<file path="src/rtl/regfile_fwd.sv">
// Parameterised register file: two write ports (ALU writeback wins over load), two reads, busy scoreboard.
// Reads and all state update on the falling clock edge and read data appears one edge later; a rejected load raises ld_drop, with no other backpressure.
module regfile_fwd #(
    parameter int                WIDTH     = 8,
    parameter int                DEPTH     = 4,
    parameter int                ADDR_W    = 2,
    parameter logic [WIDTH-1:0]  RESET_VAL = '0
) (
    input  logic                    clk,
    input  logic                    rst,
    input  logic [ADDR_W-1:0]       rd_addr_a,
    input  logic [ADDR_W-1:0]       rd_addr_b,
    output logic [WIDTH-1:0]        x_a,
    output logic [WIDTH-1:0]        x_b,
    input  logic                    ld_en,
    input  logic [ADDR_W-1:0]       ld_addr,
    input  logic [WIDTH-1:0]        ld_data,
    input  logic                    wb_en,
    input  logic [ADDR_W-1:0]       wb_addr,
    input  logic [WIDTH-1:0]        wb_data,
    input  logic                    iss_en,
    input  logic [ADDR_W-1:0]       iss_dest,
    output logic [DEPTH-1:0]        busy,
    output logic                    ld_drop,
    output logic [WIDTH*DEPTH-1:0]  regs_flat
);

    localparam logic [ADDR_W:0] DEPTH_A = (ADDR_W+1)'(DEPTH);

    function automatic logic in_range(input logic [ADDR_W-1:0] a);
        return {1'b0, a} < DEPTH_A;
    endfunction

    logic [WIDTH-1:0] regs_q [DEPTH];
    logic [WIDTH-1:0] regs_d [DEPTH];
    logic [WIDTH-1:0] x_a_q, x_a_d;
    logic [WIDTH-1:0] x_b_q, x_b_d;
    logic [DEPTH-1:0] busy_q, busy_d;
    logic             ld_drop_q, ld_drop_d;

    logic ld_req;
    logic wb_hit;
    logic ld_busy;
    logic ld_acc;

    always_comb begin
        ld_req  = ld_en & in_range(ld_addr);
        wb_hit  = wb_en & in_range(wb_addr);
        ld_busy = 1'b0;
        for (int i = 0; i < DEPTH; i++) begin
            if (ld_addr == ADDR_W'(i)) begin
                ld_busy = busy_q[i];
            end
        end
        // busy is the pre-edge value, so a load racing a clearing writeback still drops
        ld_acc    = ld_req & ~ld_busy & ~(wb_en & (wb_addr == ld_addr));
        ld_drop_d = ld_req & ~ld_acc;

        for (int i = 0; i < DEPTH; i++) begin
            regs_d[i] = regs_q[i];
            if (ld_acc && ld_addr == ADDR_W'(i)) begin
                regs_d[i] = ld_data;
            end
            if (wb_hit && wb_addr == ADDR_W'(i)) begin
                regs_d[i] = wb_data;
            end
            busy_d[i] = busy_q[i];
            if (iss_en && iss_dest == ADDR_W'(i)) begin
                busy_d[i] = 1'b1;
            end else if (wb_en && wb_addr == ADDR_W'(i)) begin
                busy_d[i] = 1'b0;
            end
        end

        // read the next-state array so same-edge writes forward straight through
        x_a_d = '0;
        x_b_d = '0;
        for (int i = 0; i < DEPTH; i++) begin
            if (rd_addr_a == ADDR_W'(i)) begin
                x_a_d = regs_d[i];
            end
            if (rd_addr_b == ADDR_W'(i)) begin
                x_b_d = regs_d[i];
            end
        end
    end

    always_ff @(negedge clk) begin
        if (rst) begin
            for (int i = 0; i < DEPTH; i++) begin
                regs_q[i] <= RESET_VAL;
            end
            x_a_q     <= RESET_VAL;
            x_b_q     <= RESET_VAL;
            busy_q    <= '0;
            ld_drop_q <= 1'b0;
        end else begin
            for (int i = 0; i < DEPTH; i++) begin
                regs_q[i] <= regs_d[i];
            end
            x_a_q     <= x_a_d;
            x_b_q     <= x_b_d;
            busy_q    <= busy_d;
            ld_drop_q <= ld_drop_d;
        end
    end

    assign x_a     = x_a_q;
    assign x_b     = x_b_q;
    assign busy    = busy_q;
    assign ld_drop = ld_drop_q;

    for (genvar g = 0; g < DEPTH; g++) begin : g_flat
        assign regs_flat[g*WIDTH +: WIDTH] = regs_q[g];
    end

endmodule

</file>
<file path="config.mk">
export PLATFORM = sky130hd
export DESIGN_NAME = regfile_fwd
export DESIGN_NICKNAME = d
export VERILOG_FILES = /design/src/rtl/regfile_fwd.sv
export SDC_FILE = /design/constraint.sdc
export NUM_CORES = 1
export LEC_CHECK = 0
export CELL_PAD_IN_SITES_DETAIL_PLACEMENT = 0
export CELL_PAD_IN_SITES_GLOBAL_PLACEMENT = 1
export CORE_AREA = 4 4 91 93
export CTS_CLUSTER_SIZE = 40
export DETAILED_ROUTE_END_ITERATION = 10
export DIE_AREA = 0 0 95 97
export PLACE_DENSITY = 0.91
export SLEW_MARGIN = 15
export SYNTH_ARGS = -nofsm -noshare
export SYNTH_HDL_FRONTEND = slang
export SYNTH_SLANG_ARGS = --single-unit
</file>
<file path="constraint.sdc">
create_clock -name clk -period 5.1 [get_ports clk]
set_clock_uncertainty 0.2 [all_clocks]
set_input_delay 1.02 -clock clk [delete_from_list [all_inputs] [get_ports clk]]
set_output_delay 1.02 -clock clk [all_outputs]
set_load 0.1 [all_outputs]
</file>
==> metrics.yaml <==
synth:
  ys_seq_elements: 53
  synth_top_family_by_area: "compound AO/OA/AOI/OAI gates"
  syn_nets: 330
  synth_area_per_cell_um2: 9.15
  synth-compound-area-share: 0.238
  synth_fa_ha_area_frac: 0
  synthSimpleGateAreaFrac: 0.138
  synth_warnings: 0
  mappedNetlistArea_um2: 2740
  ys_types: 28
  ys_seq_area_frac: 0.388
  synthMuxAreaShare: 0.166
  syn_inst: 299
  synthXorXnorAreaFrac: 0.0192
timing:
  worst_pin_slew_ns: 0.413
  tns_ns: 0
  hold_viol: 0
  setup_viol: 0
  slew_viol_final: 0
  grt_setup_unrepaired: "no"
  slew_headroom: 0.725
power_and_ir_drop:
  irDropWorstVdd_mv: 0.127
  powerDensity_nw_per_um2: 290
  leakage_nw: 2.20
critical_path:
  crit_fanout: 8
  path_class: "input pin to flip-flop"
  required_ns: 2.58
  slowest_delay_ns: 0.39
  worstPathCellList: "dlygate4sd2_1 > nor4bb_4 > buf_6 > mux2_2 > o221ai_2 > a221oi_1"
  crit_arrival_ns: 2.51
  critPathBufInv: 2
  crit_path_end_kind: "flip-flop"
  path_delay_family: "buffers and inverters"
  critPathLaunchType: "input pin"
  slowest_stage: "mux2_2"
detailed_routing:
  ant_nets: 0
  top_layer_used: "met4"
  met2WireLength_um: 5000
  drt_pass1_iterations: 6
  viasPerCell: 5.71
  wl_per_cell_um: 17.8
  drc_errors: 0
  routed_wl_um: 10100
  m1WireLength_um: 4050
  vias: 3256
  first_iter_violations: 462
  wl_met3_um: 897
cts:
  cts_root_buffer: "clkbuf_8"
  clock_sinks: 53
  cts.path.max_buffers: 2
  numCtsBuffers: 5
  cts.htree.levels: 2
  cts_tree: "done"
  insertion_delay_ns: 0.38
  cts_hold_buf: 0
  cts.clk_slew.worst_paths_ns: 0.04
layout:
  nFillCells: 589
  nets: 498
  final_util: 0.656
  final_cell_mix: "63 x inv_1, 56 x nor2_1, 54 x buf_12"
  antenna_cells: 0
  layout-drive-gt1-share: 0.310
  final_common_cell: "inv_1"
  synthToLayoutAreaGrowth_pct: 80.5
floorplan:
  die-area_um2: 9220
  die_x_um: 95
  core_area_um2: 7530
  pin_count: 84
  initial_utilization: 0.363
  die_h_um: 97
  rows: 32
job:
  drv_cap: 0
outcome:
  status: "complete, no violations"
min_path:
  worstHoldPathType: "flip-flop to flip-flop"
global_routing:
  gr-total-overflow: 0
  grt_max_degree: 25
  grt_pass1_wl_um: 16400
  grt_pass1_vias: 3350
  gr-usage-all-layers: 0.224
  antenna_found_initial: 0
placement:
  routabilityCongestion: 0.969
  io_buffers: 83
  dp_hpwl_um: 7320
metal layers:
layer / up-vias / GRT usage
met3: 35 / 0.0630
met2: 202 / 0.360
met4: 0 / 0.105
met5: - / 0
li1: 1474 / -
met1: 1545 / 0.272
Yosys cell counts (all sizes together):
cell type | count | area (µm²)
xnor2 | 6 | 52.6
a21oi | 19 | 95.1
a31oi | 1 | 6.26
a32oi | 1 | 8.76
nor2 | 56 | 210
nor4b | 1 | 23.8
a41oi | 16 | 140
a221oi | 16 | 140
mux4 | 1 | 22.5
nand2 | 5 | 18.8
clkbuf | 13 | 48.8
dfxtp | 53 | 1060
and3 | 2 | 12.5
buf | 13 | 58.8
nand3 | 1 | 5.00
o221ai | 16 | 140
nand4b | 1 | 8.76
nor4bb | 2 | 20.0
nor3b | 2 | 15.0
a211oi | 16 | 120
mux2i | 25 | 250
mux2 | 16 | 180
nor2b | 1 | 6.26
or3b | 1 | 8.76
and3b | 2 | 17.5
inv | 9 | 33.8
nand3b | 4 | 30.0
power by group:
part           total [mW]  internal, mW  switching, mW
logic               0.555         0.214          0.341
clock network       0.398         0.149          0.249
registers           0.480         0.447         0.0336
state kept, by name, indices dropped and copies added (netlist names):
| register | cells |
|---|---|
| ld_drop | 1 |
| busy | 4 |
| regs_q | 32 |
| x_a | 8 |
| x_b | 8 |
final timing paths:
path | start | end | slack (ns) | cells after the start
max | ld_en | x_a[4]$_SDFF_NP0_ | 0.07 | 6
min | busy[2]$_SDFFE_NP0P_ | busy[2]$_SDFFE_NP0P_ | 0.40 | 2
max reg2reg | busy[1]$_SDFFE_NP0P_ | x_a[4]$_SDFF_NP0_ | 3.20 | 5
min reg2reg | busy[2]$_SDFFE_NP0P_ | busy[2]$_SDFFE_NP0P_ | 0.40 | 2
stage by stage:
stage	worst slack (ns)	total power [mW]	hold slack, ns	instance area (µm²)	cells
finish	0.0710	1.43	0.400	4940	570
global placement	-0.552	1.08	0.369	4510	507
floorplan	-0.0378	0.857	0.782	2760	299
CTS	0.0614	1.44	0.390	4930	570
global route	0.00274	1.51	0.424	4940	570
detailed placement	-0.573	1.09	0.368	4510	507
repair_timing:
item	CTS	global route
pin swaps	4	0
setup endpoints to repair	39	8
setup buffers	3	0
gates resized for setup	29	4
gates cloned	0	0
cell families (layout without fill, tap and decap cells):
group | after synthesis | after routing
muxes | 42 | 42
AOI/OAI and AO/OA | 85 | 85
DFF | 53 | 53
buffers and inverters | 35 | 204
xor gates and xnor gates | 6 | 6
and+or+nand+nor | 78 | 78
area by class of cell:
type / count / area (µm²) / area share
multi-input combinational: 211 / 1670 / 0.338
timing repair buffer: 135 / 1760 / 0.357
sequential: 53 / 1060 / 0.215
clock inverter: 56 / 215 / 0.0436
clock buffer: 5 / 68.8 / 0.0139
inverter: 8 / 30.0 / 0.00608
tap: 102 / 128 / 0.0258
worst reg2reg max path, cell delays in order (launching register included):
cell      delay, ns
dfxtp_1        0.37
nor4bb_4       0.33
buf_6          0.19
mux2_2         0.39
o221ai_2       0.21
a221oi_1       0.08
No activity file was read; power rests on OpenSTA's default activity.
